[src/rtl/mem_bist_pkg.sv]
// Shared types and helpers for the memory BIST initiator.
// Latency: n/a (types, constants and a pure function only).
// Backpressure: n/a.
//
// Contents: FSM state encoding, memory op encodings, and the pattern generator.
package mem_bist_pkg;

  typedef enum logic [2:0] {
    IDLE,
    WRITE,
    READ,
    DRAIN,
    DONE
  } state_t;

  localparam logic OP_READ  = 1'b0;
  localparam logic OP_WRITE = 1'b1;

  // The pattern is computed at a fixed wide width. Callers zero-extend the
  // address and seed into it and truncate the result to their data width, so
  // the pattern stays SEED ^ addr for any data width up to PAT_W.
  localparam int PAT_W = 64;

  function automatic logic [PAT_W-1:0] pat(input logic [PAT_W-1:0] seed,
                                           input logic [PAT_W-1:0] addr);
    return seed ^ addr;
  endfunction

endpackage

[src/rtl/mem_bist_rdpipe.sv]
// Read-tracking delay line: carries {valid, addr} of each issued read.
// Latency: DEPTH cycles from push to out.
// Backpressure: none; shifts every cycle.
//
// Ports:
//   clk, reset           clock and synchronous active-high reset
//   push, push_addr      read issued this cycle and its address
//   out_vld, out_addr    read whose data is on the memory data bus this cycle
module mem_bist_rdpipe #(
  parameter int DEPTH = 1,
  parameter int AW    = 4
) (
  input  logic          clk,
  input  logic          reset,
  input  logic          push,
  input  logic [AW-1:0] push_addr,
  output logic          out_vld,
  output logic [AW-1:0] out_addr
);

  logic [DEPTH-1:0] vld_q;
  logic [AW-1:0]    addr_q [DEPTH];

  always_ff @(posedge clk) begin
    if (reset) begin
      vld_q <= '0;
      for (int i = 0; i < DEPTH; i++) begin
        addr_q[i] <= '0;
      end
    end else begin
      vld_q[0]  <= push;
      addr_q[0] <= push_addr;
      for (int i = 1; i < DEPTH; i++) begin
        vld_q[i]  <= vld_q[i-1];
        addr_q[i] <= addr_q[i-1];
      end
    end
  end

  assign out_vld  = vld_q[DEPTH-1];
  assign out_addr = addr_q[DEPTH-1];

endmodule

[src/rtl/mem_bist_initiator.sv]
// Memory BIST initiator: writes SEED^addr everywhere, reads back, counts mismatches.
// Latency: 2*2**ADDR_WIDTH + RD_LATENCY busy cycles, then a one-cycle done.
// Backpressure: none; start is only sampled in IDLE, ignored otherwise.
//
// Ports:
//   clk, reset                     clock, synchronous active-high reset
//   start                          level request, taken only in IDLE
//   busy, done                     test in progress / one-cycle completion pulse
//   pass, err_count, fail_addr     result of the last (or current) test
//   mem_op, mem_addr, mem_wdata    registered request to the memory (1 = write)
//   mem_rdata                      read data from the memory
module mem_bist_initiator
  import mem_bist_pkg::*;
#(
  parameter int                    DATA_WIDTH = 8,
  parameter int                    ADDR_WIDTH = 4,
  parameter int                    RD_LATENCY = 1,
  parameter logic [DATA_WIDTH-1:0] SEED       = 8'hA5
) (
  input  logic                  clk,
  input  logic                  reset,
  input  logic                  start,
  output logic                  busy,
  output logic                  done,
  output logic                  pass,
  output logic [ADDR_WIDTH:0]   err_count,
  output logic [ADDR_WIDTH-1:0] fail_addr,
  output logic                  mem_op,
  output logic [ADDR_WIDTH-1:0] mem_addr,
  output logic [DATA_WIDTH-1:0] mem_wdata,
  input  logic [DATA_WIDTH-1:0] mem_rdata
);

  localparam logic [ADDR_WIDTH-1:0] LAST_ADDR = '1;
  localparam logic [2:0]            DRAIN_END = 3'(RD_LATENCY - 1);

  state_t state, state_n;

  // mem_addr doubles as the sweep counter: it always holds the address being
  // presented to the memory in the current WRITE/READ cycle.
  logic [ADDR_WIDTH-1:0] addr_inc;
  logic [2:0]            drain_cnt, drain_n;

  logic                  op_n, busy_n, done_n, pass_n;
  logic [ADDR_WIDTH-1:0] addr_n, fail_n;
  logic [DATA_WIDTH-1:0] wdata_n;
  logic [ADDR_WIDTH:0]   err_n;

  logic                  pipe_vld;
  logic [ADDR_WIDTH-1:0] pipe_addr;
  logic [DATA_WIDTH-1:0] pat_zero, pat_inc, pat_pipe;
  logic                  mismatch;

  assign addr_inc = mem_addr + ADDR_WIDTH'(1);
  assign pat_zero = DATA_WIDTH'(pat(PAT_W'(SEED), '0));
  assign pat_inc  = DATA_WIDTH'(pat(PAT_W'(SEED), PAT_W'(addr_inc)));
  assign pat_pipe = DATA_WIDTH'(pat(PAT_W'(SEED), PAT_W'(pipe_addr)));

  // A read is tracked from the edge that issues it until its data appears.
  mem_bist_rdpipe #(
    .DEPTH (RD_LATENCY),
    .AW    (ADDR_WIDTH)
  ) u_rdpipe (
    .clk       (clk),
    .reset     (reset),
    .push      (state == READ),
    .push_addr (mem_addr),
    .out_vld   (pipe_vld),
    .out_addr  (pipe_addr)
  );

  assign mismatch = pipe_vld && (mem_rdata != pat_pipe);

  always_comb begin
    state_n = state;
    op_n    = OP_READ;
    addr_n  = '0;
    wdata_n = '0;
    drain_n = drain_cnt;
    err_n   = err_count;
    fail_n  = fail_addr;
    pass_n  = pass;

    // Compare runs whenever returning data is valid, independent of state,
    // so the last read is still scored while in DRAIN.
    if (mismatch) begin
      err_n = err_count + 1'b1;
      if (err_count == '0) begin
        fail_n = pipe_addr;
      end
    end

    case (state)
      IDLE: begin
        if (start) begin
          state_n = WRITE;
          op_n    = OP_WRITE;
          wdata_n = pat_zero;
          err_n   = '0;
          fail_n  = '0;
          pass_n  = 1'b0;
        end
      end
      WRITE: begin
        if (mem_addr == LAST_ADDR) begin
          state_n = READ;
        end else begin
          op_n    = OP_WRITE;
          addr_n  = addr_inc;
          wdata_n = pat_inc;
        end
      end
      READ: begin
        if (mem_addr == LAST_ADDR) begin
          state_n = DRAIN;
          drain_n = '0;
        end else begin
          addr_n = addr_inc;
        end
      end
      DRAIN: begin
        if (drain_cnt == DRAIN_END) begin
          state_n = DONE;
          // Uses err_n so the final compare in this cycle is included.
          pass_n  = (err_n == '0);
        end else begin
          drain_n = drain_cnt + 3'd1;
        end
      end
      DONE: begin
        state_n = IDLE;
      end
      default: begin
        state_n = IDLE;
      end
    endcase

    busy_n = (state_n == WRITE) || (state_n == READ) || (state_n == DRAIN);
    done_n = (state_n == DONE);
  end

  always_ff @(posedge clk) begin
    if (reset) begin
      state     <= IDLE;
      drain_cnt <= '0;
      busy      <= 1'b0;
      done      <= 1'b0;
      pass      <= 1'b0;
      err_count <= '0;
      fail_addr <= '0;
      mem_op    <= OP_READ;
      mem_addr  <= '0;
      mem_wdata <= '0;
    end else begin
      state     <= state_n;
      drain_cnt <= drain_n;
      busy      <= busy_n;
      done      <= done_n;
      pass      <= pass_n;
      err_count <= err_n;
      fail_addr <= fail_n;
      mem_op    <= op_n;
      mem_addr  <= addr_n;
      mem_wdata <= wdata_n;
    end
  end

endmodule

[config.mk]
export PLATFORM = sky130hd
export DESIGN_NAME = mem_bist_initiator
export DESIGN_NICKNAME = d
export VERILOG_FILES = /design/src/rtl/mem_bist_pkg.sv /design/src/rtl/mem_bist_rdpipe.sv /design/src/rtl/mem_bist_initiator.sv
export SDC_FILE = /design/constraint.sdc
export NUM_CORES = 1
export LEC_CHECK = 0
export BUFFER_PORTS_ARGS = -buffer_cell sky130_fd_sc_hd__clkbuf_2
export CORE_ASPECT_RATIO = 0.8
export CORE_UTILIZATION = 38
export DETAILED_ROUTE_END_ITERATION = 8
export SLEW_MARGIN = 5
export SYNTH_ARGS = -nofsm -noshare
export SYNTH_HDL_FRONTEND = slang
export SYNTH_SLANG_ARGS = --single-unit
export TNS_END_PERCENT = 50
[constraint.sdc]
create_clock -name clk -period 2.08 [get_ports clk]
set_input_delay 0.52 -clock clk [delete_from_list [all_inputs] [get_ports clk]]
set_output_delay 0.52 -clock clk [all_outputs]
set_load 0.03 [all_outputs]
-- After elaboration in Yosys (flattened, before gate mapping)
Memory sizes are Yosys's and may differ from the RTL's.
Index checks and enable logic that the tools add are counted.
- register bits after elaboration: 32
- memories kept: 1
- RAM bits: 4
- memory bits (read-only): 0
- latch bits: 0
- output and inout bits: 25
- logic and storage cells: 74
- mux-type cells: 29
- add/sub/neg operators: 3
- equality and inequality tests: 13
- shifts and indexed selects: 0
- magnitude comparators: 0
- multiply operators: 0
- bitwise gates (word level): 3
- divide/modulo/power cells: 0
- reductions and logical operators: 14
- memories (memory ; words ; width ; rd ports ; clocked after Yosys merged registers in ; write ports ; RTL line ; RTL):
    u_rdpipe.addr_q ; 1 ; 4 ; 1 ; 0 ; 1 ; mem_bist_rdpipe.sv:22 ; logic [AW-1:0] addr_q [DEPTH];
- operator list (kind ; number):
    4-bit two-way mux ; 5
    3-bit two-way mux ; 6
    8-bit two-way mux ; 2
    8-bit case mux with 2 select lines ; 1
    5-bit two-way mux ; 3
    3-bit by 2-bit == test with 1-bit output, second input constant ; 4
    3-bit case mux with 4 select lines ; 1
    5-bit zero test ; 2
    1-bit two-way mux ; 8
    2-bit != test, second input constant ; 4
    8-bit != test ; 1
    2-bit inverter with 4-bit output ; 2
    3-bit by 1-bit == test with 1-bit output, second input constant ; 2
    3-bit zero test ; 2
    3-bit case mux with 2 select lines ; 1
    3-bit AND reduction ; 2
    5-bit by 1-bit adder with 5-bit output, second input constant ; 1
    4-bit by 1-bit adder with 4-bit output, second input constant ; 1
    4-bit == test, second input constant ; 1
    1-bit case mux with 2 select lines ; 2
    2-bit nonzero test ; 2
    4-bit OR reduction ; 1
    3-bit by 1-bit adder with 3-bit output, second input constant ; 1
    3-bit == test, second input constant ; 1
    other kinds (5) ; 6

-- Logic depth before layout (Yosys ltp)
Gate-level depths: netlist of run 1.
An unclocked memory read counts as a cell.
- depth in word-level cells: 8
- mapped depth: 7
- gate-level depth less buffers: 7

-- By module
From an unflattened synthesis of run 1, not the netlist that was laid out.
- cell total of the unflattened synthesis: 154
- area total of the unflattened synthesis: 1456.4 um^2
- modules (own cells, without submodules) (module ; seq. area each (um^2) ; times used ; cells each ; area each (um^2)):
    mem_bist_initiator ; 540.5 ; 1 ; 144 ; 1325.0
    mem_bist_rdpipe ; 100.1 ; 1 ; 10 ; 131.4

-- Worst setup path before layout of run 1
Ideal clock, no wire load.
- kind: input -> register
- start point: in mem_rdata[6]
- end point: reg err_count[4]
- arrival: 1458 ps
- cell stages on the path: 5
- data required time: 1957 ps
- slack: 498 ps
- library setup time: 123 ps
- cells stage by stage: and4bb_1 > nand2_1 > o211ai_1 > nor2_1 > mux2_1
- word-level cells in the longest chain between the ends: 5
- ends and longest elaborated chain (item ; RTL line ; RTL):
    start: declaration ; mem_bist_initiator.sv:31 ; input logic [DATA_WIDTH-1:0] mem_rdata
    8-bit != test (*) ; mem_bist_initiator.sv:72 ; assign mismatch = pipe_vld && (mem_rdata != pat_pipe);
    1-bit logical AND (*) ; mem_bist_initiator.sv:72 ;
    5-bit two-way mux (*) ; mem_bist_initiator.sv:86 ; if (mismatch) begin
    5-bit two-way mux ; mem_bist_initiator.sv:95 ; if (start) begin
    5-bit two-way mux (*) ; mem_bist_initiator.sv:93 ; case (state)
    end signal: assignment ; mem_bist_initiator.sv:160 ; err_count <= err_n;
    end: declaration ; mem_bist_initiator.sv:26 ; output logic [ADDR_WIDTH:0] err_count,
Every way passes the cells marked *; elsewhere a longest branch is shown, timed or not.
A chain may end at the register's enable or synchronous reset.

-- Worst setup path in the final report of run 1
- start point: reg drain_cnt[0]
- end point: reg pass
- word-level cells in the longest chain between the ends: 3
- ends and longest elaborated chain (item ; RTL line ; RTL):
    start: declaration ; mem_bist_initiator.sv:42 ; logic [2:0] drain_cnt, drain_n;
    start signal: assignment ; mem_bist_initiator.sv:156 ; drain_cnt <= drain_n;
    3-bit zero test ; mem_bist_initiator.sv:122 ; if (drain_cnt == DRAIN_END) begin
    2-bit != test (no source line) ; - ;
    3-bit AND reduction (no source line) ; - ;
    end signal: assignment ; mem_bist_initiator.sv:159 ; pass <= pass_n;
    end: declaration ; mem_bist_initiator.sv:25 ; output logic pass,
Every way passes these cells.

==> flow_summary_export.csv, run 1 <==
group,metric,value,unit
drt,routed_wl,2760,um
synthesis,yosysWarningCount,0,
die,die_w,71.6,um
grt,grt_max_degree,16,
die,coreArea,3570,um2
pwr,vdd_drop_max,442,uV
grt,use_met3,4.87,%
grt,grt_use_met2,22.4,%
die,num_rows,19,
grt,antenna_found_initial,0,
timing,rsz0062_at_grt,"false",
clocking,cts_resized,0,
critical_path,endpoint_kind,"flop",
synthesis,synth-seq-cells,32,
die,die_y,57.7,um
min_path,min_path_type,"flop to flop",
placement,dp_cells,226,
clocking,path_clk_slew,0.07,ns
clocking,cts_setup_buffers,0,
synthesis,ys.flop_type,"dfxtp_1",
timing,fin_crit_sh,73.2,%
grt,grt_use_total,14.7,%
layout,layout.nets,207,
synthesis,yosysMostFrequentCell,"dfxtp_1",
critical_path,worst-endpoint-required,2.31,ns
drt,ant_nets,0,
pwr,leakage,0.792,nW
synthesis,syn_inst,157,
placement,io_buffers,33,
layout,fin_cells,234,
synthesis,synth_area,1470,um2
clocking,cts_tree,"yes",
synthesis,yosysSeqAreaShare,43.5,%
layout,area_growth,18.8,%
critical_path,crit_fanout,4,
layout,final_area,1750,um2
drt,vias_per_cell,4.86,
timing,skew,0.0104,ns
clocking,cts.htree.levels,2,
timing,fin_tns_setup,0,ns
grt,grt_pass1_wl,4640,um
placement,placed_area,1640,um2
synthesis,synthTopCellsByCount,"dfxtp_1 (32), nor2_1 (26), inv_1 (9), nand2_1 (8)",
synthesis,yosysTopAreaCell,"dfxtp_1",
critical_path,critPathKind,"flop to flop",
grt,grt_pass1_vias,1050,
clocking,clk_path_buf_depth,2,
clocking,numCtsBuffers,5,
layout,nFillCells,329,
drt,vias,1138,
die,fp.dieArea,4130,um2
synthesis,synth_edf_count,0,
drt,drc,0,
layout,diodes,0,
clocking,hold_buffers,0,
timing,setup_viol,0,
placement,place.gp.congestion,0.774,
placement,hpwl,2080,um
clocking,cts.sink_count,32,
pwr,total_power,1.30,mW
grt,grt_overflow,0,
synthesis,synthArstFlopShare,0,%
pwr,power_density,744,nW/um2
clocking,clockRootBuffer,"clkbuf_8",
drt,wl_per_cell,11.8,um
synthesis,synth_area_per_cell,9.39,um2
synthesis,ys_types,40,
drt,first_pass_iters,4,
timing,report.final.slew_viol_count,0,
timing,timing.fmax,657,MHz
drt,drt_iter0_markers,66,
clocking,clk_latency,0.29,ns
critical_path,cp-start-kind,"flop",
die,start_util,41.3,%
die,ios,36,
timing,final-hold-violation-count,0,
timing,min_period,1.52,ns
synthesis,synth_top_area_share,43.5,%
grt,met1_usage,18.6,%
run_status,outcome,"finished, final reports clean",
grt,grt-busiest-layer,"met2",
layout,drive_gt1_share,27.1,%
synthesis,yosys-top-cells-area,"dfxtp_1 (43%), nor2_1 (6.6%), mux2i_1 (4.8%)",
critical_path,cp.arrival,1.75,ns
run,maxCapViolations,0,
## sequential cells by signal (all words and copies together) (netlist names), 3 cells and up
name and count:
mem_addr 4, state 3, err_count 5, u_rdpipe.addr_q 4, drain_cnt 3, mem_wdata 5, fail_addr 4
## cells by family after synthesis
| family | synth area share (%) |
|---|---|
| and+or+nand+nor | 24.6 |
| DFF | 43.5 |
| buffers and inverters | 6.37 |
| AOI/OAI and AO/OA | 8.40 |
| xor gates and xnor gates | 7.13 |
| muxes | 5.52 |
| adders and majority gates | 4.24 |
| other | 0.254 |
## cell usage in the layout, fill, tap and decap left out, types with 2 or more instances in the layout
| cell type | instances |
|---|---|
| o211ai_1 | 3 |
| nor2b_1 | 5 |
| nor2_1 | 26 |
| ha_1 | 5 |
| nand3_1 | 6 |
| a21oi_1 | 5 |
| clkbuf_8 | 5 |
| nand2_1 | 8 |
| inv_1 | 9 |
| nand4_1 | 2 |
| xor2_1 | 5 |
| mux2i_1 | 7 |
| nand2b_1 | 2 |
| clkbuf_2 | 33 |
| dfxtp_1 | 32 |
| xnor2_1 | 7 |
| nor3_1 | 4 |
| nor4_1 | 2 |
| conb_1 | 2 |
## cell type report
type	instances	area, um2	share of cell area, %
multi-input cells	109	743	42.5
flip-flops and latches	32	641	36.6
repair buffers	34	173	9.86
clock buffers	6	72.6	4.15
well taps	42	52.6	3.00
clock inverters	2	35.0	2.00
inverters	9	33.8	1.93
## per-stage QoR
stage                     setup WS, ns  hold slack, ns  util (%)
after floorplan                  0.498           0.449         -
after global placement           0.363           0.462      46.1
after detailed placement         0.328           0.471      46.1
after CTS                        0.539           0.483      49.1
after global routing             0.432           0.489      49.1
final                            0.558           0.478      49.1
## worst max-delay path, cell delays in order, from the launching register on
cell	delay (ns)
dfxtp_1	0.31
inv_1	0.09
ha_1	0.19
and4b_4	0.28
nor3b_4	0.22
nand3_1	0.10
a2bb2oi_1	0.15
o2bb2ai_2	0.11
## final timing paths
path / from / end / slack [ns] / cells past startpoint
setup / recovery: drain_cnt[0] / pass / 0.56 / 7
hold / removal: pass / pass / 0.48 / 1
setup reg to reg: drain_cnt[0] / pass / 0.56 / 7
hold reg to reg: pass / pass / 0.48 / 1
## layer usage
layer | vias to the layer above | share of wire [%]
li1 | 589 | -
met1 | 507 | 50
met2 | 36 | 42
met3 | 6 | 6.0
met4 | 0 | 1.3
met5 | - | 0
## power breakdown
part / total, mW / switching (mW) / internal (mW)
registers: 0.630 / 0.00743 / 0.623
logic: 0.0926 / 0.0604 / 0.0322
clock network: 0.580 / 0.225 / 0.355
No activity file was read; power rests on OpenSTA's default activity.
==> run 2, diff against run 1 <==
Clock period 2.08 ns to 1.5 ns, I/O delays scaled along.
==> run 2 against run 1 <==
Compared with the run above:
- clock power grew 56%
- final cell count up 4.7%
- clock-buffer cell count up 1
- sequential power rose by 38%
- global-route usage is 1.1 points higher
- wire length increased by 7.9%
- utilization is 4.8 points higher
- combinational power grew 59%
- critical path type unchanged
==> flow_summary_export.csv, run 2 (same netlist as run 1, synthesis figures left out) <==
group,metric,value,unit
critical_path,critPathKind,"flop to flop",
timing,finalWorstSetupSlack,0.0513,ns
layout,drive_gt1_share,37.9,%
die,fp.dieArea,4130,um2
timing,report.final.slew_viol_count,0,
placement,dp_slack,-0.155,ns
pwr,leakage,0.866,nW
drt,drt_iter0_markers,41,
layout,top_regs,"err_count (5), mem_wdata (5)",
clocking,clk_path_buf_depth,2,
grt,grt_overflow,0,
placement,io_buffers,33,
die,die_w,71.6,um
clocking,cts.sink_count,32,
run,maxCapViolations,0,
critical_path,crit_start,"drain_cnt[0]",
die,ios,36,
min_path,min_path_type,"input pin to flop",
clocking,path_clk_slew,0.07,ns
pwr,total_power,1.92,mW
layout,final_cell_mix,"clkbuf_2 (33), dfxtp_1 (28), nor2_1 (26)",
drt,drc,0,
placement,place.gp.congestion,0.796,
critical_path,ff2ff_path_depth,7,
die,start_util,41.3,%
critical_path,crit_fanout,3,
critical_path,cp-start-kind,"flop",
grt,grt_use_met2,25.7,%
layout,fin_cells,245,
layout,mostFrequentLayoutCell,"clkbuf_2",
timing,fin_crit_sh,96.6,%
grt,met1_usage,19.4,%
timing,min_period,1.45,ns
critical_path,worst-endpoint-required,1.72,ns
grt,grt_pass1_wl,4930,um
clocking,clockRootBuffer,"clkbuf_8",
drt,first_pass_iters,4,
placement,placed_area,1730,um2
drt,vias,1218,
grt,antenna_found_initial,0,
critical_path,cp.arrival,1.67,ns
critical_path,crit_end,"pass",
clocking,clk_latency,0.28,ns
clocking,cts_tree,"yes",
grt,grt_max_degree,12,
critical_path,regToRegEndpoint,"pass",
placement,dp_cells,237,
die,coreArea,3570,um2
die,die_y,57.7,um
drt,vias_per_cell,4.97,
timing,fin_tns_setup,0,ns
layout,diodes,0,
pwr,power_density,999,nW/um2
timing,setup_viol,0,
grt,grt-busiest-layer,"met2",
layout,final_area,1920,um2
pwr,vdd_drop_max,558,uV
drt,wl_per_cell,12.2,um
timing,timing.fmax,690,MHz
timing,skew,0.00583,ns
critical_path,reg2reg_slack,0.05,ns
timing,final-hold-violation-count,0,
grt,grt_pass1_vias,1123,
timing,rsz0062_at_grt,"true",
run_status,outcome,"finished, final reports clean",
drt,routed_wl,2980,um
layout,area_growth,30.4,%
placement,hpwl,2230,um
clocking,cts.htree.levels,2,
drt,ant_nets,0,
clocking,numCtsBuffers,5,
clocking,cts_setup_buffers,0,
grt,use_met3,4.17,%
grt,grt_use_total,15.7,%
critical_path,endpoint_kind,"flop",
die,num_rows,19,
layout,layout.nets,218,
critical_path,r2r_start,"drain_cnt[0]",
[run 2: changes by cell type in the layout (fill, tap and decap cells not counted), sizes merged]
cell / change
buf: +11
clkinv: -1
clkbuf: +1
[run 2: worst min-delay path by stage]
stage | from | end | slack [ns] | cells past startpoint
3_3_place_gp | mem_addr[0] | mem_addr[0] | 0.46 | 1
3_5_place_dp | pass | pass | 0.47 | 1
2_1_floorplan | drain_cnt[1] | drain_cnt[1] | 0.45 | 2
5_1_grt | reset | u_rdpipe.addr_q[0][2] | 0.44 | 2
6_report | start | mem_wdata[0] | 0.42 | 3
4_1_cts | reset | u_rdpipe.addr_q[0][2] | 0.41 | 2
[run 2: metrics by stage]
step / hold WS, ns / util (%)
2_1_floorplan: 0.449 / -
3_3_place_gp: 0.463 / 48.4
3_5_place_dp: 0.472 / 48.4
4_1_cts: 0.411 / 52.0
5_1_grt: 0.439 / 53.9
6_report: 0.419 / 53.9
[run 2: routing by layer]
layer | vias up | part of all wire, %
met5 | - | 0
met4 | 0 | 1.6
met3 | 5 | 4.7
met2 | 35 | 46
met1 | 574 | 47
li1 | 604 | -
[run 2: critical path, cell delays in order, from the launching register on]
cell,delay (ns)
dfxtp_2,0.33
inv_2,0.07
ha_4,0.13
and4b_4,0.24
nor3b_4,0.23
nand3_1,0.11
a2bb2oi_1,0.15
o2bb2ai_2,0.14
[run 2: cell type report]
| class | count | area, um2 |
|---|---|---|
| Tap cell | 42 | 52.6 |
| Fill cell | 321 | 1640 |
| Clock inverter | 1 | 30.0 |
| Timing Repair Buffer | 45 | 255 |
| Sequential cell | 32 | 648 |
| Multi-Input combinational cell | 109 | 806 |
| Clock buffer | 7 | 96.3 |
| Inverter | 9 | 33.8 |
[run 2: where the power goes]
group          switching (mW)  total, mW  internal (mW)
Combinational          0.0927      0.147         0.0538
Sequential            0.00835      0.871          0.863
Clock                   0.317      0.903          0.586
Total                   0.418       1.92           1.50
[run 2: timing repair]
item                       4_1_cts  5_1_grt
hold buffers                     0        0
resized for setup                1       15
setup endpoints to repair        2        8
pin swaps                        5        8
==> run 3, diff against run 2 <==
Settings changed: RECOVER_POWER set to 50.
==> run 3 against run 2 <==
Compared with the run above:
- design area is 1.2% lower
- largest power group unchanged
- die area stayed put
- critical path type unchanged
- combinational power is 3% lower
- wire length is 0.40% higher
- clock skew hardly changed
- worst hold slack better by 0.0020 ns
- highest routed layer unchanged
- final cell count stayed put
==> flow_summary_export.csv, run 3 (same netlist as run 1, synthesis figures left out) <==
group,metric,value,unit
run_status,outcome,"finished, final reports clean",
critical_path,crit_fanout,3,
drt,drc,0,
clocking,cts.sink_count,32,
timing,rsz0062_at_grt,"true",
timing,fin_tns_setup,0,ns
clocking,hold_buffers,0,
placement,place.gp.congestion,0.796,
min_path,min_path_type,"input pin to flop",
timing,timing.fmax,690,MHz
clocking,numCtsBuffers,5,
die,num_rows,19,
timing,skew,0.00570,ns
drt,drt_iter0_markers,43,
drt,routed_wl,2990,um
placement,hpwl,2230,um
critical_path,cp_cell_sequence,"inv_2 > ha_4 > and4b_4 > nor3b_4 > nand3_1 > a2bb2oi_1 > o2bb2ai_2",
critical_path,critPathKind,"flop to flop",
grt,grt_pass1_vias,1123,
critical_path,worst-endpoint-required,1.72,ns
critical_path,cp_slowest_cell,"dfxtp_2",
placement,io_buffers,33,
timing,setup_viol,0,
layout,diodes,0,
critical_path,endpoint_kind,"flop",
clocking,cts_setup_buffers,0,
grt,antenna_found_initial,0,
die,coreArea,3570,um2
grt,grt_use_total,15.7,%
clocking,clk_path_buf_depth,2,
grt,grt_overflow,0,
grt,grt_pass1_wl,4930,um
grt,grt_max_degree,12,
placement,placed_area,1730,um2
layout,multi_input_area,803,um2
drt,ant_nets,0,
drt,first_pass_iters,4,
die,fp.dieArea,4130,um2
clocking,clockRootBuffer,"clkbuf_8",
clocking,path_clk_slew,0.07,ns
pwr,power_density,1010,nW/um2
die,start_util,41.3,%
pwr,total_power,1.92,mW
drt,wl_per_cell,12.2,um
drt,vias_per_cell,4.95,
layout,register_area,648,um2
timing,whs,0.421,ns
pwr,vdd_drop_max,557,uV
layout,final_cell_mix,"dfxtp_1 (28), nor2_1 (26), clkbuf_2 (19)",
clocking,clk_latency,0.28,ns
clocking,cts.htree.levels,2,
timing,report.final.slew_viol_count,0,
timing,final-hold-violation-count,0,
layout,mostFrequentLayoutCell,"dfxtp_1",
pwr,leakage,0.820,nW
critical_path,cp-start-kind,"flop",
die,die_y,57.7,um
layout,nFillCells,332,
die,die_w,71.6,um
run,maxCapViolations,0,
die,ios,36,
drt,vias,1213,
critical_path,cp.arrival,1.67,ns
layout,drive_gt1_share,30.0,%
timing,fin_crit_sh,96.6,%
clocking,cts_tree,"yes",
layout,top_regs,"err_count (5), mem_wdata (5)",
layout,area_growth,28.8,%
layout,layout.nets,218,
layout,final_area,1900,um2
layout,fin_util,53.2,%
timing,min_period,1.45,ns
critical_path,slowest_delay,0.33,ns
[run 3: where the power goes]
group,internal (mW),switching (mW)
Combinational,0.0505,0.0926
Clock,0.586,0.317
Sequential,0.863,0.00828
Total,1.50,0.418
[run 3: worst max-delay path, delay by kind of cell, from the launching register on]
kind	cells	cell delay [ns]
AND/OR/NAND/NOR	3	0.58
AO/OA/AOI/OAI	2	0.29
buffers and inverters	1	0.07
adder cells (fa/ha/maj)	1	0.13
flip-flops	1	0.33
[run 3: timing repair]
action / CTS / global route
hold endpoints to repair: 0 / 0
endpoints found under the setup margin: 2 / 8
gates resized for setup: 1 / 15
pin swaps: 5 / 8
[run 3: layer usage]
layer | GRT usage, % | routed length, um | part of all wire (%)
met1 | 19.4 | 1440 | 48
met3 | 4.17 | 132 | 4.4
met2 | 25.7 | 1370 | 46
met4 | 7.56 | 48 | 1.6
met5 | 0 | 0 | 0
[run 3: cell type report]
class | count | area share (%)
repair buffers | 45 | 12.3
multi-input cells | 109 | 42.3
clock inverters | 1 | 1.58
clock buffers | 7 | 5.08
inverters | 9 | 1.78
well taps | 42 | 2.77
flip-flops and latches | 32 | 34.1
[run 3: through the flow]
stage	std cells	worst slack [ns]
after floorplan	158	0.00691
after global placement	237	-0.0556
after detailed placement	237	-0.155
after CTS	245	-0.000817
after global routing	245	-0.0258
final	245	0.0513
[run 3: final timing paths]
path / depth (start not counted) / slack [ns] / start / endpoint
worst max-delay path: 7 / 0.05 / drain_cnt[0] / pass
worst min-delay path: 3 / 0.42 / start / mem_wdata[0]
worst max register to register: 7 / 0.05 / drain_cnt[0] / pass
worst min register to register: 1 / 0.46 / mem_addr[0] / mem_addr[0]
